<file path="src/rtl/tlp_hdr_serializer_if.sv">
// Request, payload and transmit stream signals of the TLP header serializer.
// slave = serializer side, master = upstream/sink environment side.
interface tlp_hdr_serializer_if;
  logic        hdr_valid;
  logic        hdr_ready;
  logic [2:0]  tlp_fmt;
  logic [4:0]  tlp_type;
  logic [2:0]  tlp_TC;
  logic        tlp_TD;
  logic        tlp_EP;
  logic [1:0]  tlp_Attr;
  logic [9:0]  tlp_length;
  logic [15:0] requester_id;
  logic [7:0]  tag;
  logic [3:0]  first_be;
  logic [3:0]  last_be;
  logic [63:0] addr;
  logic        pl_valid;
  logic        pl_ready;
  logic [31:0] pl_data;
  logic        tx_valid;
  logic        tx_ready;
  logic [31:0] tx_data;
  logic        tx_sop;
  logic        tx_eop;

  modport slave (
    input  hdr_valid, tlp_fmt, tlp_type, tlp_TC, tlp_TD, tlp_EP, tlp_Attr,
           tlp_length, requester_id, tag, first_be, last_be, addr,
           pl_valid, pl_data, tx_ready,
    output hdr_ready, pl_ready, tx_valid, tx_data, tx_sop, tx_eop
  );

  modport master (
    output hdr_valid, tlp_fmt, tlp_type, tlp_TC, tlp_TD, tlp_EP, tlp_Attr,
           tlp_length, requester_id, tag, first_be, last_be, addr,
           pl_valid, pl_data, tx_ready,
    input  hdr_ready, pl_ready, tx_valid, tx_data, tx_sop, tx_eop
  );
endinterface

</file>
<file path="src/rtl/tlp_hdr_serializer.sv">
// Packs a decoded TLP request into a 3DW/4DW header and streams it plus payload.
// Define TLP_ECRC_EN to append a CRC-32 digest DW to TLPs with TD=1.
//   state     | meaning
//   S_IDLE    | ready for a request; prefix formats rejected with fmt_err
//   S_HDR     | emitting registered header DWs, idx_q selects the DW
//   S_PAYLOAD | pl_* passed straight through to tx_*, cnt_q DWs left
//   S_DIGEST  | emitting the inverted ECRC (TLP_ECRC_EN builds only)
module tlp_hdr_serializer #(
  parameter int CNT_W = 16
) (
  input  logic                 clk,
  input  logic                 rst,
  tlp_hdr_serializer_if.slave  bus,
  output logic                 fmt_err,
  output logic [CNT_W-1:0]     pkt_cnt
);

  typedef enum logic [1:0] {
    S_IDLE    = 2'd0,
    S_HDR     = 2'd1,
    S_PAYLOAD = 2'd2
`ifdef TLP_ECRC_EN
    , S_DIGEST = 2'd3
`endif
  } state_t;

  state_t            state_q, state_d;
  logic              init_q, init_d;
  logic [1:0]        idx_q, idx_d;
  logic              four_q, four_d;
  logic              wr_q, wr_d;
  logic [31:0]       dw1_q, dw1_d;
  logic [63:2]       addr_q, addr_d;
  logic [10:0]       cnt_q, cnt_d;
  logic [31:0]       data_q, data_d;
  logic              fmt_err_q, fmt_err_d;
  logic [CNT_W-1:0]  pkt_cnt_q, pkt_cnt_d;

  logic              hs_in, tx_hs, last_hdr, td_in;
  logic [31:0]       dw0_in, hdr_next;

`ifdef TLP_ECRC_EN
  logic              td_q, td_d;
  logic [31:0]       crc_q, crc_d, crc_upd;

  function automatic logic [31:0] crc32_dw(input logic [31:0] crc, input logic [31:0] d);
    logic [31:0] c;
    c = crc;
    for (int i = 31; i >= 0; i--) begin
      if (c[31] ^ d[i]) c = {c[30:0], 1'b0} ^ 32'h04C1_1DB7;
      else              c = {c[30:0], 1'b0};
    end
    return c;
  endfunction

  assign td_in   = bus.tlp_TD;
  assign crc_upd = crc32_dw(crc_q, bus.tx_data);
`else
  logic unused_td;
  assign td_in     = 1'b0;
  assign unused_td = bus.tlp_TD;
`endif

  logic unused_addr;
  assign unused_addr = ^bus.addr[1:0];

  assign hs_in    = bus.hdr_valid && bus.hdr_ready;
  assign tx_hs    = bus.tx_valid && bus.tx_ready;
  assign last_hdr = (idx_q == (four_q ? 2'd3 : 2'd2));
  assign dw0_in   = {bus.tlp_fmt, bus.tlp_type, 1'b0, bus.tlp_TC, 4'b0, td_in,
                     bus.tlp_EP, bus.tlp_Attr, 2'b0, bus.tlp_length};

  always_comb begin
    hdr_next = {addr_q[31:2], 2'b00};
    case (idx_q)
      2'd0:    hdr_next = dw1_q;
      2'd1:    hdr_next = four_q ? addr_q[63:32] : {addr_q[31:2], 2'b00};
      default: hdr_next = {addr_q[31:2], 2'b00};
    endcase
  end

  always_ff @(posedge clk or negedge rst) begin
    if (!rst) begin
      state_q   <= S_IDLE;
      init_q    <= 1'b0;
      idx_q     <= '0;
      four_q    <= 1'b0;
      wr_q      <= 1'b0;
      dw1_q     <= '0;
      addr_q    <= '0;
      cnt_q     <= '0;
      data_q    <= '0;
      fmt_err_q <= 1'b0;
      pkt_cnt_q <= '0;
`ifdef TLP_ECRC_EN
      td_q      <= 1'b0;
      crc_q     <= '1;
`endif
    end else begin
      state_q   <= state_d;
      init_q    <= init_d;
      idx_q     <= idx_d;
      four_q    <= four_d;
      wr_q      <= wr_d;
      dw1_q     <= dw1_d;
      addr_q    <= addr_d;
      cnt_q     <= cnt_d;
      data_q    <= data_d;
      fmt_err_q <= fmt_err_d;
      pkt_cnt_q <= pkt_cnt_d;
`ifdef TLP_ECRC_EN
      td_q      <= td_d;
      crc_q     <= crc_d;
`endif
    end
  end

  always_comb begin
    state_d   = state_q;
    init_d    = 1'b1;
    idx_d     = idx_q;
    four_d    = four_q;
    wr_d      = wr_q;
    dw1_d     = dw1_q;
    addr_d    = addr_q;
    cnt_d     = cnt_q;
    data_d    = data_q;
    fmt_err_d = 1'b0;
    pkt_cnt_d = (tx_hs && bus.tx_eop) ? pkt_cnt_q + CNT_W'(1) : pkt_cnt_q;
`ifdef TLP_ECRC_EN
    td_d      = td_q;
    crc_d     = crc_q;
`endif
    case (state_q)
      S_IDLE: begin
        if (hs_in) begin
          if (bus.tlp_fmt[2]) begin
            fmt_err_d = 1'b1;
          end else begin
            state_d = S_HDR;
            idx_d   = 2'd0;
            four_d  = bus.tlp_fmt[0];
            wr_d    = bus.tlp_fmt[1];
            dw1_d   = {bus.requester_id, bus.tag, bus.last_be, bus.first_be};
            addr_d  = bus.addr[63:2];
            // length 0 encodes 1024 DWs
            cnt_d   = {(bus.tlp_length == 10'd0), bus.tlp_length};
            data_d  = dw0_in;
`ifdef TLP_ECRC_EN
            td_d    = bus.tlp_TD;
            crc_d   = '1;
`endif
          end
        end
      end
      S_HDR: begin
        if (tx_hs) begin
`ifdef TLP_ECRC_EN
          crc_d = crc_upd;
`endif
          if (!last_hdr) begin
            idx_d  = idx_q + 2'd1;
            data_d = hdr_next;
          end else if (wr_q) begin
            state_d = S_PAYLOAD;
`ifdef TLP_ECRC_EN
          end else if (td_q) begin
            state_d = S_DIGEST;
            data_d  = ~crc_upd;
`endif
          end else begin
            state_d = S_IDLE;
          end
        end
      end
      S_PAYLOAD: begin
        if (tx_hs) begin
          cnt_d = cnt_q - 11'd1;
`ifdef TLP_ECRC_EN
          crc_d = crc_upd;
`endif
          if (cnt_q == 11'd1) begin
`ifdef TLP_ECRC_EN
            if (td_q) begin
              state_d = S_DIGEST;
              data_d  = ~crc_upd;
            end else begin
              state_d = S_IDLE;
            end
`else
            state_d = S_IDLE;
`endif
          end
        end
      end
`ifdef TLP_ECRC_EN
      S_DIGEST: begin
        if (tx_hs) state_d = S_IDLE;
      end
`endif
      default: state_d = S_IDLE;
    endcase
  end

  always_comb begin
    bus.hdr_ready = init_q && (state_q == S_IDLE);
    bus.tx_valid  = 1'b0;
    bus.tx_data   = '0;
    bus.tx_sop    = 1'b0;
    bus.tx_eop    = 1'b0;
    bus.pl_ready  = 1'b0;
    case (state_q)
      S_HDR: begin
        bus.tx_valid = 1'b1;
        bus.tx_data  = data_q;
        bus.tx_sop   = (idx_q == 2'd0);
`ifdef TLP_ECRC_EN
        bus.tx_eop   = last_hdr && !wr_q && !td_q;
`else
        bus.tx_eop   = last_hdr && !wr_q;
`endif
      end
      S_PAYLOAD: begin
        bus.tx_valid = bus.pl_valid;
        bus.tx_data  = bus.pl_data;
        bus.pl_ready = bus.tx_ready;
`ifdef TLP_ECRC_EN
        bus.tx_eop   = (cnt_q == 11'd1) && !td_q;
`else
        bus.tx_eop   = (cnt_q == 11'd1);
`endif
      end
`ifdef TLP_ECRC_EN
      S_DIGEST: begin
        bus.tx_valid = 1'b1;
        bus.tx_data  = data_q;
        bus.tx_eop   = 1'b1;
      end
`endif
      default: ;
    endcase
  end

  assign fmt_err = fmt_err_q;
  assign pkt_cnt = pkt_cnt_q;

endmodule

</file>
<file path="src/flat_wrapper.sv">
// flat-port wrapper written by rule: the top's interface ports become plain ports
module tlp_hdr_serializer_flat 
#(
  parameter int CNT_W = 16
)
  (clk, rst, fmt_err, pkt_cnt, bus_hdr_valid, bus_tlp_fmt, bus_tlp_type, bus_tlp_TC, bus_tlp_TD, bus_tlp_EP, bus_tlp_Attr, bus_tlp_length, bus_requester_id, bus_tag, bus_first_be, bus_last_be, bus_addr, bus_pl_valid, bus_pl_data, bus_tx_ready, bus_hdr_ready, bus_pl_ready, bus_tx_valid, bus_tx_data, bus_tx_sop, bus_tx_eop);
  tlp_hdr_serializer_if bus_i ();
  input  logic clk;
  input  logic rst;
  output logic fmt_err;
  output logic [CNT_W-1:0] pkt_cnt;
  input wire logic [$bits(bus_i.hdr_valid)-1:0] bus_hdr_valid;
  input wire logic [$bits(bus_i.tlp_fmt)-1:0] bus_tlp_fmt;
  input wire logic [$bits(bus_i.tlp_type)-1:0] bus_tlp_type;
  input wire logic [$bits(bus_i.tlp_TC)-1:0] bus_tlp_TC;
  input wire logic [$bits(bus_i.tlp_TD)-1:0] bus_tlp_TD;
  input wire logic [$bits(bus_i.tlp_EP)-1:0] bus_tlp_EP;
  input wire logic [$bits(bus_i.tlp_Attr)-1:0] bus_tlp_Attr;
  input wire logic [$bits(bus_i.tlp_length)-1:0] bus_tlp_length;
  input wire logic [$bits(bus_i.requester_id)-1:0] bus_requester_id;
  input wire logic [$bits(bus_i.tag)-1:0] bus_tag;
  input wire logic [$bits(bus_i.first_be)-1:0] bus_first_be;
  input wire logic [$bits(bus_i.last_be)-1:0] bus_last_be;
  input wire logic [$bits(bus_i.addr)-1:0] bus_addr;
  input wire logic [$bits(bus_i.pl_valid)-1:0] bus_pl_valid;
  input wire logic [$bits(bus_i.pl_data)-1:0] bus_pl_data;
  input wire logic [$bits(bus_i.tx_ready)-1:0] bus_tx_ready;
  output wire logic [$bits(bus_i.hdr_ready)-1:0] bus_hdr_ready;
  output wire logic [$bits(bus_i.pl_ready)-1:0] bus_pl_ready;
  output wire logic [$bits(bus_i.tx_valid)-1:0] bus_tx_valid;
  output wire logic [$bits(bus_i.tx_data)-1:0] bus_tx_data;
  output wire logic [$bits(bus_i.tx_sop)-1:0] bus_tx_sop;
  output wire logic [$bits(bus_i.tx_eop)-1:0] bus_tx_eop;
  assign bus_i.hdr_valid = bus_hdr_valid;
  assign bus_i.tlp_fmt = bus_tlp_fmt;
  assign bus_i.tlp_type = bus_tlp_type;
  assign bus_i.tlp_TC = bus_tlp_TC;
  assign bus_i.tlp_TD = bus_tlp_TD;
  assign bus_i.tlp_EP = bus_tlp_EP;
  assign bus_i.tlp_Attr = bus_tlp_Attr;
  assign bus_i.tlp_length = bus_tlp_length;
  assign bus_i.requester_id = bus_requester_id;
  assign bus_i.tag = bus_tag;
  assign bus_i.first_be = bus_first_be;
  assign bus_i.last_be = bus_last_be;
  assign bus_i.addr = bus_addr;
  assign bus_i.pl_valid = bus_pl_valid;
  assign bus_i.pl_data = bus_pl_data;
  assign bus_i.tx_ready = bus_tx_ready;
  assign bus_hdr_ready = bus_i.hdr_ready;
  assign bus_pl_ready = bus_i.pl_ready;
  assign bus_tx_valid = bus_i.tx_valid;
  assign bus_tx_data = bus_i.tx_data;
  assign bus_tx_sop = bus_i.tx_sop;
  assign bus_tx_eop = bus_i.tx_eop;
  tlp_hdr_serializer #(.CNT_W(CNT_W)) u_core (.clk(clk), .rst(rst), .bus(bus_i), .fmt_err(fmt_err), .pkt_cnt(pkt_cnt));
endmodule
</file>
<file path="config.mk">
export PLATFORM = sky130hd
export DESIGN_NAME = tlp_hdr_serializer_flat
export DESIGN_NICKNAME = d
export VERILOG_FILES = /design/src/rtl/tlp_hdr_serializer_if.sv /design/src/rtl/tlp_hdr_serializer.sv /design/src/flat_wrapper.sv
export SDC_FILE = /design/constraint.sdc
export NUM_CORES = 1
export LEC_CHECK = 0
export ABC_AREA = 0
export ABC_CLOCK_PERIOD_IN_PS = 5700
export CAP_MARGIN = 10
export CORE_ASPECT_RATIO = 1.5
export CORE_MARGIN = 2
export CORE_UTILIZATION = 53
export DETAILED_ROUTE_END_ITERATION = 16
export MAX_ROUTING_LAYER = met4
export PLACE_DENSITY = 0.93
export SLEW_MARGIN = 25
export SYNTH_ARGS = -nofsm -noshare
export SYNTH_HDL_FRONTEND = slang
export SYNTH_SLANG_ARGS = --single-unit
export TNS_END_PERCENT = 10
</file>
<file path="constraint.sdc">
create_clock -name clk -period 5.7 [get_ports clk]
set_input_delay 1.14 -clock clk [delete_from_list [all_inputs] [get_ports clk]]
set_output_delay 1.14 -clock clk [all_outputs]
set_load 0.005 [all_outputs]
</file>
==> summary.md, run 1 <==
| Metric | Value |
|---|---|
| Status | finished, final reports clean |
| I/O pins | between 200 and 250 |
| Clk sinks | approximately 160 |
| Starting DRC count in detailed routing | between 400 and 500 |
| Post-synthesis sequential area ratio | 0.493 |
| # H-tree levels | 4 |
| Clock tree buffer depth | 2 |
| Minimum clock period after layout | between 4 and 5 ns |
| Critical Path Source Type | flop |
| Worst Hold End | u_core.addr_q[48] |
| Drt total wl | ~23 mm |
| GPL Wtd Cong | 0.878 |
| Chip Width | approximately 110 um |
| Slew HR | 0.326 |
| Post_cts resized | 0 |
| Final hold violations | 0 |
| Largest net degree at the start of global routing | 98 |
| Final count of pins violating max slew | 0 |
| Die area | 0.0165 sq mm |
| Gr usage total | 0.294 |
| R2R Path Start | u_core.state_q[1] |
| # DRC | 0 |
| Via count | roughly 7.3k |
| Mapped Area | between 0.008 and 0.009 sq mm |
| Critical path required time | between 4 and 5 ns |
| Core Region | around 0.015 sq mm |
| Wire per inst | 17.5 um |
| Max Freq | between 200 and 250 MHz |
| Slew @ Worst Pin | approximately 1 ns |
| Initial core utilization | 0.543 |
| Root Buffer | clkbuf_16 |
| Layout Area Growth over Synthesis | 33.2% |
| R2r endpoint | u_core.data_q[3] |
| Cell Chain, Critical Path | inv_1, ha_4, nand4b_1, buf_4, a21boi_0, clkdlybuf4s50_1 |
| CTS Hold Bufs | 0 |
| First-pass GRT wire length | 37.3 mm |
| Worst Hold Launch | u_core.addr_q[48] |
| Hold slack final | 0.473 ns |
| Synth Register Bits | ~160 |
| Post-Synthesis Cells | 912 |
| Max IR drop VDD | between 200 and 300 uV |
| # port buffers | 208 |
| Final setup TNS | 0 ns |
| Critical path peak fanout | 87 |
| Total Nets Final | approximately 1.3k |
| RSZ-0062 raised after global routing | no |
| Syn_nets | between 1k and 1.5k |
| Antenna viol nets, final | 0 |
| Crit end category | primary output |
| Initial antenna violation count | 2 |
| CP max-delay cell | ha_4 |
| R2r setup slk | between 2 and 3 ns |
| Worst reg2reg path depth | 6 |
| Min-Delay Path Class | flop to flop |
| CTS Buf Count | 17 |
| Final Skew | 0.0102 ns |
| Worst EP arrival | 2.94 ns |
| Synth Flop Type | dfrtp_1 |
| EDFF count, synth | 0 |
| Pwr dens | approximately 490 mW/mm^2 |
| Setup Buffers After CTS | 0 |
| Slowest stage delay, CP | about 0.80 ns |
| Total chip power | around 0.0053 W |
| Crit path kind | flop to primary output |
| Final Instance Count excl. Fillers | between 1k and 1.5k |
| Syn Area/Cell | around 9.0 sq um |
| Post-synth ARST share | 1.00 |
| Final setup fails | 0 |
| Fin util | 0.723 |
| Num rows | 55 |
| Die H | between 150 and 200 um |
| DRT Pass-1 Iters | 5 |
| Final period utilization | 0.716 |
| Post-DP HPWL | about 15 mm |
| CTS tree | built |
| Clk slew on worst S/H paths | approximately 0.070 ns |
| Number of global-route vias before repair | between 7k and 8k |
| Placed insts | around 1.3k |
| Min-Delay Path Depth | 2 |
| Clock Latency Late Sink | between 0.4 and 0.5 ns |
| Grt ovf | 0 |
| Synth cell types | 60 |
| Leakage | slightly below 5 nW |
| Synth warnings | 0 |
| Vias per inst | roughly 5.6 |
| Max Cap Viol | 0 |
| Layout cell share with drive strength beyond 1 | 0.0893 |
-- worst max-delay path: cells and delay by family, from the launching register on --
kind | cells | cell delay [ns]
and+or+nand+nor | 1 | 0.16
AOI/OAI and AO/OA | 1 | 0.20
buffers and inverters | 3 | 0.95
DFF | 1 | 0.41
adders and majority gates | 1 | 0.80
-- cell type report --
class	count	area, sq um
diodes	2	5.00
clock buffers	18	439
clock inverters	14	120
fillers	1044	4180
inverters	9	33.8
multi-input cells	681	3880
flip-flops and latches	161	4030
well taps	199	249
repair buffers	215	2140
-- where the power goes --
part,total (W),switching [W],internal (W)
sequential,0.00199,0.000361,0.00163
combinational,0.00227,0.00119,0.00108
clock,0.00108,0.000493,0.000584
-- how the worst max path moves through the flow --
stage	from	to	slack (ns)	cells after the start
after floorplan	u_core.state_q[0]	bus_tx_data[10]	3.01	6
after global placement	bus_tx_ready	u_core.data_q[25]	1.93	5
after detailed placement	u_core.state_q[0]	bus_tx_valid	1.99	5
after CTS	u_core.state_q[0]	bus_tx_valid	1.54	5
after global routing	u_core.state_q[1]	bus_tx_eop	1.42	6
final	u_core.state_q[1]	bus_tx_eop	1.62	6
-- state kept, by name, indices dropped and copies added, names as in the netlist --
signal	cells
u_core.wr_q	1
u_core.fmt_err	1
u_core.dw1_q	32
u_core.init_q	1
u_core.pkt_cnt	16
u_core.data_q	32
u_core.state_q	2
u_core.idx_q	2
u_core.addr_q	62
u_core.cnt_q	11
u_core.four_q	1
-- layout by cell type (no fill, tap or decap), types with 3 or more instances in the layout --
cell | synthesis | final
a2111oi_0 | 4 | 4
a2111oi_2 | 3 | 3
a21boi_0 | 3 | 3
a21oi_1 | 18 | 18
a22o_1 | 10 | 10
a22oi_1 | 41 | 41
a41oi_1 | 21 | 21
and2_1 | 4 | 3
buf_4 | 0 | 7
clkbuf_16 | 0 | 17
clkdlybuf4s50_1 | 0 | 207
clkinvlp_4 | 0 | 3
dfrtp_1 | 161 | 161
ha_1 | 9 | 5
ha_2 | 0 | 3
inv_1 | 9 | 9
inv_6 | 0 | 6
mux2_2 | 34 | 34
nand2_1 | 365 | 365
nand3_1 | 13 | 13
nand4_1 | 4 | 4
nand4b_1 | 4 | 4
nor2_1 | 27 | 27
nor2b_1 | 36 | 36
nor3_1 | 3 | 3
nor4_1 | 3 | 3
o211ai_1 | 4 | 4
o21ai_0 | 11 | 11
o2bb2ai_1 | 11 | 11
xor2_1 | 14 | 14
-- synthesized netlist by cell type, types with 2 or more instances --
| master | count | area share |
|---|---|---|
| a2111oi_0 | 4 | 0.0043 |
| a2111oi_1 | 2 | 0.0024 |
| a2111oi_2 | 3 | 0.0055 |
| a2111oi_4 | 2 | 0.0067 |
| a211oi_1 | 2 | 0.0018 |
| a21boi_0 | 3 | 0.0028 |
| a21oi_1 | 18 | 0.011 |
| a22o_1 | 10 | 0.011 |
| a22oi_1 | 41 | 0.038 |
| a41oi_1 | 21 | 0.022 |
| and2_1 | 4 | 0.0031 |
| and3_2 | 2 | 0.0018 |
| and4_1 | 2 | 0.0021 |
| and4b_1 | 2 | 0.0024 |
| buf_1 | 4 | 0.0018 |
| buf_2 | 6 | 0.0037 |
| buf_6 | 2 | 0.0028 |
| clkbuf_1 | 47 | 0.022 |
| dfrtp_1 | 161 | 0.49 |
| ha_1 | 9 | 0.014 |
| inv_1 | 9 | 0.0041 |
| mux2_2 | 34 | 0.047 |
| nand2_1 | 365 | 0.17 |
| nand3_1 | 13 | 0.0080 |
| nand4_1 | 4 | 0.0031 |
| nand4b_1 | 4 | 0.0043 |
| nor2_1 | 27 | 0.012 |
| nor2b_1 | 36 | 0.028 |
| nor3_1 | 3 | 0.0018 |
| nor4_1 | 3 | 0.0023 |
| o211ai_1 | 4 | 0.0037 |
| o21a_1 | 2 | 0.0018 |
| o21ai_0 | 11 | 0.0067 |
| o2bb2ai_1 | 11 | 0.012 |
| or4_1 | 2 | 0.0018 |
| xnor2_1 | 2 | 0.0021 |
| xor2_1 | 14 | 0.015 |
-- routing by layer --
metal,global-route usage,share of wire
met5,-,0
met4,0.143,0.037
met3,0.0418,0.053
met2,0.504,0.54
met1,0.336,0.37
-- per-stage QoR --
step,instance area (sq um),setup WS (ns)
3_5_place_dp,10300,1.99
6_report,10900,1.62
2_1_floorplan,8180,3.01
3_3_place_gp,10300,1.93
5_1_grt,10900,1.42
4_1_cts,10900,1.54
-- logic make-up (layout without fill, tap and decap cells) --
family | Yosys count | count (layout) | synth area share
flops | 161 | 161 | 0.493
fa+ha+maj | 9 | 9 | 0.0138
simple gates | 476 | 476 | 0.251
other cells | 1 | 3 | 0.000458
buf+inv | 70 | 256 | 0.0366
compound gates | 144 | 144 | 0.141
mux | 35 | 35 | 0.0480
xor+xnor | 16 | 16 | 0.0171
(Power assumes the default switching activity.)
==> inputs of run 2 (changes only) <==
Settings changed: ABC_CLOCK_PERIOD_IN_PS 5700 to 3700, CORE_UTILIZATION 53 to 45, PLACE_DENSITY 0.93 to 0.85.
Clock period 5.7 ns to 3.7 ns, I/O delays scaled along.
==> summary.md, run 2 (synthesis gave the netlist of run 1 again) <==
| Metric | Value |
|---|---|
| Status | finished, final reports clean |
| Hold slack final | 0.298 ns (-0.175 ns) |
| Initial antenna violation count | 1 (-1) |
| Number of flip-flops in the largest register | 62 (unchanged) |
| Register with the most flip-flops | u_core.addr_q |
| CTS Hold Bufs | 0 (unchanged) |
| Post_cts resized | 0 (unchanged) |
| Slew HR | 0.328 (+0.00188) |
| Final hold violations | 0 (unchanged) |
| GPL Wtd Cong | 0.871 (-0.79%) |
| CTS tree | built |
| P_sw | 0.00311 W (+52%) |
| # port buffers | 208 (unchanged) |
| Total Nets Final | 1262 (+0.80%) |
| First-pass GRT wire length | 37.3 mm (about the same) |
| Via count | 7293 (-0.61%) |
| RSZ-0062 raised after global routing | no |
| Final setup fails | 0 (unchanged) |
| Antenna viol nets, final | 0 (unchanged) |
| Final count of pins violating max slew | 0 (unchanged) |
| Wire per inst | 17.7 um (+0.69%) |
| CP max-delay cell | ha_2 |
| Top flop regs | u_core.addr_q (62), u_core.data_q (32), u_core.dw1_q (32) |
| CTS Buf Count | 17 (unchanged) |
| Net Sw Frac | 0.366 (-0.0178) |
| Final Skew | 0.0105 ns (+0.000364 ns) |
| Num rows | 60 (+9.1%) |
| Leakage | 4.93 nW (+2.0%) |
| Max IR drop VDD | 425 uV (+44%) |
| Slowest stage delay, CP | 0.52 ns (-0.28 ns) |
| Root Buffer | clkbuf_16 |
| Sequential share of power | 0.357 (-0.016) |
| Number of global-route vias before repair | 7285 (-3.4%) |
| # H-tree levels | 4 (unchanged) |
| Die H | 169 um (+8.3%) |
| Critical path peak fanout | 32 (-63%) |
| Clock tree buffer depth | 2 (unchanged) |
| Clock power frac | 0.222 (+0.020) |
| Final setup TNS | 0 ns (unchanged) |
| Logic pwr share | 0.422 (-0.003) |
| Most frequent cells in the layout | nand2_1, clkdlybuf4s50_1, dfrtp_1 |
| Crit end category | primary output |
| Critical Path Source Type | flop |
| Minimum clock period after layout | between 3 and 4 ns |
| Vias per inst | 5.50 (-2.6%) |
| Clk slew on worst S/H paths | 0.06 ns (about the same) |
| Post-DP HPWL | 15.9 mm (+4.4%) |
| Die area | 0.0193 sq mm (+17%) |
| Largest net degree at the start of global routing | 97 (-1.0%) |
| Clk sinks | 161 (unchanged) |
| Drt total wl | 23.4 mm (+2.8%) |
| DRT Pass-1 Iters | 5 (unchanged) |
| Max Cap Viol | 0 (unchanged) |
| Max Freq | 286 MHz |
| Core Region | 0.0179 sq mm (+19%) |
| Chip Width | 114 um (+8.2%) |
| Min-Delay Path Class | primary input to asynchronous set/reset pin |
| Starting DRC count in detailed routing | 472 (+9.8%) |
| Gr usage total | 0.253 (-0.0407) |
| Setup Buffers After CTS | 0 (unchanged) |
| Layout cell share with drive strength beyond 1 | 0.0930 (+0.00371) |
| Pint | 0.00538 W (+64%) |
| # DRC | 0 (unchanged) |
| Slew @ Worst Pin | 1.01 ns (-0.00281 ns) |
| I/O pins | 212 (unchanged) |
| Initial core utilization | 0.458 (-0.0850) |
| Critical path required time | 2.96 ns (-1.60 ns) |
| Final period utilization | 0.947 |
| Crit path kind | flop to primary output |
| Cell Chain, Critical Path | inv_1, ha_2, buf_4, a22oi_1, nor2b_1, clkdlybuf4s50_1 |
| Grt ovf | 0 (unchanged) |
| Clock Latency Late Sink | 0.43 ns (+0.02 ns) |
| Most common cell after layout, fill and taps aside | nand2_1 |
| Worst EP arrival | 2.76 ns (-0.18 ns) |
| Layout Area Growth over Synthesis | 35.4% |
| Pwr dens | 766 mW/mm^2 (+57%) |
==> run 2: cell types whose count changed in the layout (fill, tap and decap cells not counted), moves of 2 or more <==
cell,previous run,this run
buf_4,7,15
bufinv_16,0,4
clkbuf_1,0,2
inv_6,6,1
buf_12,0,2
==> run 2: path summary, 6_finish.rpt <==
| check | from | to | slack [ns] | depth (start not counted) |
|---|---|---|---|---|
| worst max register to register | u_core.state_q[0] | u_core.cnt_q[4] | 0.84 | 7 |
| worst min register to register | u_core.addr_q[22] | u_core.addr_q[22] | 0.47 | 2 |
| worst min-delay path | rst | u_core.addr_q[27] | 0.30 | 1 |
| max in group asynchronous | rst | u_core.addr_q[35] | 2.56 | 2 |
| worst max-delay path | u_core.state_q[0] | bus_tx_data[24] | 0.20 | 6 |
| min in group clk | u_core.addr_q[22] | u_core.addr_q[22] | 0.47 | 2 |
==> run 2: layout make-up <==
type | count | area (sq um)
multi-input combinational | 681 | 3880
sequential | 161 | 4030
clock inverter | 12 | 181
tap | 217 | 272
antenna | 1 | 2.50
inverter | 9 | 33.8
fill | 1496 | 6790
timing repair buffer | 225 | 2240
clock buffer | 20 | 447
==> run 2: per-layer routing <==
layer	vias up	wire length [um]	global-route usage
met4	0	684	0.113
met3	41	1130	0.0414
li1	3458	-	-
met1	3545	9390	0.302
met5	-	0	-
met2	249	12200	0.420
==> run 2: worst max-delay path: cells and delay by family, from the launching register on <==
family                   cells  cell delay, ns
AO/OA/AOI/OAI                1            0.15
adder cells (fa/ha/maj)      1            0.52
buffers and inverters        3            1.07
flip-flops                   1            0.42
AND/OR/NAND/NOR              1            0.14
==> run 2: metrics by stage <==
| stage | cell area (sq um) | setup slack (ns) | utilization | power (W) | cells |
|---|---|---|---|---|---|
| floorplan | 8180 | 1.41 | - | 0.00527 | 912 |
| global placement | 10400 | 0.718 | 0.585 | 0.00648 | 1293 |
| detailed placement | 10400 | 0.645 | 0.585 | 0.00662 | 1293 |
| CTS | 11100 | 0.171 | 0.620 | 0.00854 | 1325 |
| global route | 11100 | 0.0507 | 0.620 | 0.00906 | 1326 |
| finish | 11100 | 0.198 | 0.620 | 0.00848 | 1326 |
==> run 2: power groups by stage <==
| stage | clock [W] | combinational (W) | sequential, W |
|---|---|---|---|
| 5_1_grt | 0.00199 | 0.00397 | 0.00310 |
| 4_1_cts | 0.00191 | 0.00361 | 0.00301 |
| 6_report | 0.00188 | 0.00358 | 0.00303 |
| 3_3_place_gp | 0 | 0.00348 | 0.00301 |
| 3_5_place_dp | 0 | 0.00359 | 0.00304 |
| 2_1_floorplan | 0 | 0.00242 | 0.00285 |
==> RTL edit: new RTL, flow settings as in run 2 <==
Register the output `pkt_cnt` once more; this adds one clock of latency there. The other outputs are not delayed to match.
--- a/src/rtl/tlp_hdr_serializer.sv
+++ b/src/rtl/tlp_hdr_serializer.sv
@@ -243,5 +243,7 @@
 
   assign fmt_err = fmt_err_q;
-  assign pkt_cnt = pkt_cnt_q;
+  always_ff @(posedge clk) begin
+    pkt_cnt <= pkt_cnt_q;
+  end
 
 endmodule
Formal check against the unedited RTL: no difference found for any inputs over 4 cycles, from zero or initial values and one cycle with rst low; that may be too few to reach the edited logic, so the function may still have changed.
==> RTL edit against run 2 <==
Power up 5.1%. Worst setup slack better by 0.15 ns. First-iteration DRC count fell by 16%. Routed wire length decreased by 3.2%. Cell area grew 3.1%. Register-to-register slack got worse by 0.04 ns. Area after synthesis grew 3.0%. Sequential cell count increased by 16. Critical path type unchanged.
==> RTL edit: results (changes against run 2) <==
Global routing
  • GRT Total Usage: 24.3% (was 25.3%)
  • Largest net degree at the start of global routing: 93 (was 97)
  • Grt met2 use: 40.2% (was 42.0%)
  • Met3 Use GR: 3.63% (was 4.14%)
  • Vias in the first global route: 6769 (was 7285)
  • M1 GR Usage: 29.1% (was 30.2%)
  • First-pass GRT wire length: 35.9 mm (was 37.3 mm)

Placed design
  • GP Congestion: 0.860 (was 0.871)
  • Post-DP HPWL: 15.7 mm (was 15.9 mm)
  • Placement Setup Slack: 0.724 ns (was 0.645 ns)
  • Placed insts: 1158 (was 1293)

Critical path
  • Worst flop-to-flop path endpoint: u_core.data_q[9] (was u_core.cnt_q[4])
  • Critical path's slowest cell: clkdlybuf4s50_1 (was ha_2)
  • Worst path top cell family by delay: buffers and inverters (unchanged)
  • Flop2flop setup slack: 0.80 ns (was 0.84 ns)
  • Crit-path max FO: 29 (was 32)
  • Reg-to-reg critical path startpoint: u_core.state_q[1] (was u_core.state_q[0])
  • CP Data Arrival Time: 2.61 ns (was 2.76 ns)
  • Largest stage delay on the critical path: 0.58 ns (was 0.52 ns)

Clocking
  • H-tree level count: 4 (unchanged)
  • Worst skew pair latency: 0.43 ns (about the same)
  • Post-CTS Setup Repair Bufs: 0 (unchanged)
  • Clock transition at the registers of the reported paths: 0.07 ns
  • Total CTS buffers: 17 (unchanged)
  • # clock sinks: 177 (was 161)

Layout
  • Layout cells sized above 1: 20.7% (was 9.30%)
  • # fillers: 1526 (was 1496)
  • Nets: 1092 (was 1262)

Route
  • Highest Signal Layer: met4 (unchanged)
  • Metal3 WL: 1.02 mm (was 1.13 mm)
  • WL/cell: 19.0 µm (was 17.7 µm)
  • Met1 WL: 8.91 mm (was 9.39 mm)
  • Initial DRC Count: 395 (was 472)
  • Met2 Routed Length: 11.8 mm (was 12.2 mm)
  • Final wirelength: 22.7 mm (was 23.4 mm)
  • Routed vias: 6642 (was 7293)

Logic synthesis
  • Synth top cells by count: dfrtp_1, mux2_2, nand2_1 (was nand2_1, dfrtp_1, clkbuf_1)
  • Async set-reset flop share out of synthesis: 91.0% (was 100%)
  • Unique cell type count in the Yosys netlist: 55 (was 60)
  • Synth Warn #: 0 (unchanged)
  • Syn nets: 895 (was 1079)
  • Synthesized area per cell: 11.6 µm² (was 8.97 µm²)
  • Seq/Total Area, Yosys: 51.6% (was 49.3%)
  • Synth area leaders: dfrtp_1, mux2_2, dfxtp_1 (was dfrtp_1, nand2_1, mux2_2)

STA
  • Worst-margin pin slew: 0.876 ns (was 1.01 ns)
  • Clk_skew: 0.0170 ns (was 0.0105 ns)
  • Hold Worst Slack: 0.391 ns (was 0.298 ns)

Power and ir drop
  • Seq pwr: 3.26 mW (was 3.03 mW)
  • Peak VDD IR: 0.381 mV (was 0.425 mV)
  • Net switching power: 3.12 mW (was 3.11 mW)
  • Total leakage power: 4.76 nW (was 4.93 nW)

Min path
  • Hold path cells: 0
  • Hold crit path type: flop to flop (was primary input to async pin)

Run status
  • Status: finished, final reports clean (unchanged)
-- RTL edit: worst max-delay path by stage --
stage / startpoint / to / slack (ns)
2_1_floorplan: u_core.state_q[1] / bus_tx_eop / 1.30
3_3_place_gp: bus_tx_ready / u_core.data_q[7] / 0.77
3_5_place_dp: bus_tx_ready / u_core.data_q[8] / 0.72
4_1_cts: u_core.state_q[1] / bus_tx_eop / 0.29
5_1_grt: u_core.state_q[1] / bus_tx_data[25] / 0.21
6_report: u_core.state_q[1] / bus_tx_eop / 0.35
-- RTL edit: final cells by class --
type                    count  area [µm²]  share of cell area, %
flip-flops and latches    177        4350                   38.1
multi-input cells         493        3860                   33.8
repair buffers            226        2240                   19.6
clock buffers              21         472                   4.13
well taps                 252         315                   2.76
clock inverters            11         139                   1.22
inverters                  10        37.5                  0.329
diodes                      1        2.50                 0.0219
-- RTL edit: kinds of logic (layout without fill, tap and decap cells) --
logic type | after synthesis | count (layout) | share of synthesized area, %
AO/OA/AOI/OAI | 142 | 142 | 13.1
XOR/XNOR | 16 | 16 | 1.66
adder cells (fa/ha/maj) | 9 | 9 | 1.34
buffers and inverters | 58 | 268 | 2.81
flip-flops | 177 | 177 | 51.6
multiplexers | 132 | 132 | 17.6
other | 1 | 2 | 0.0445
AND/OR/NAND/NOR | 193 | 193 | 11.8
-- RTL edit: metrics by stage --
step / power, mW / instance area [µm²] / util, %
2_1_floorplan: 5.66 / 8430 / -
3_3_place_gp: 6.93 / 10800 / 58.5
3_5_place_dp: 7.09 / 10800 / 58.5
4_1_cts: 8.98 / 11400 / 61.8
5_1_grt: 9.51 / 11400 / 61.8
6_report: 8.92 / 11400 / 61.8
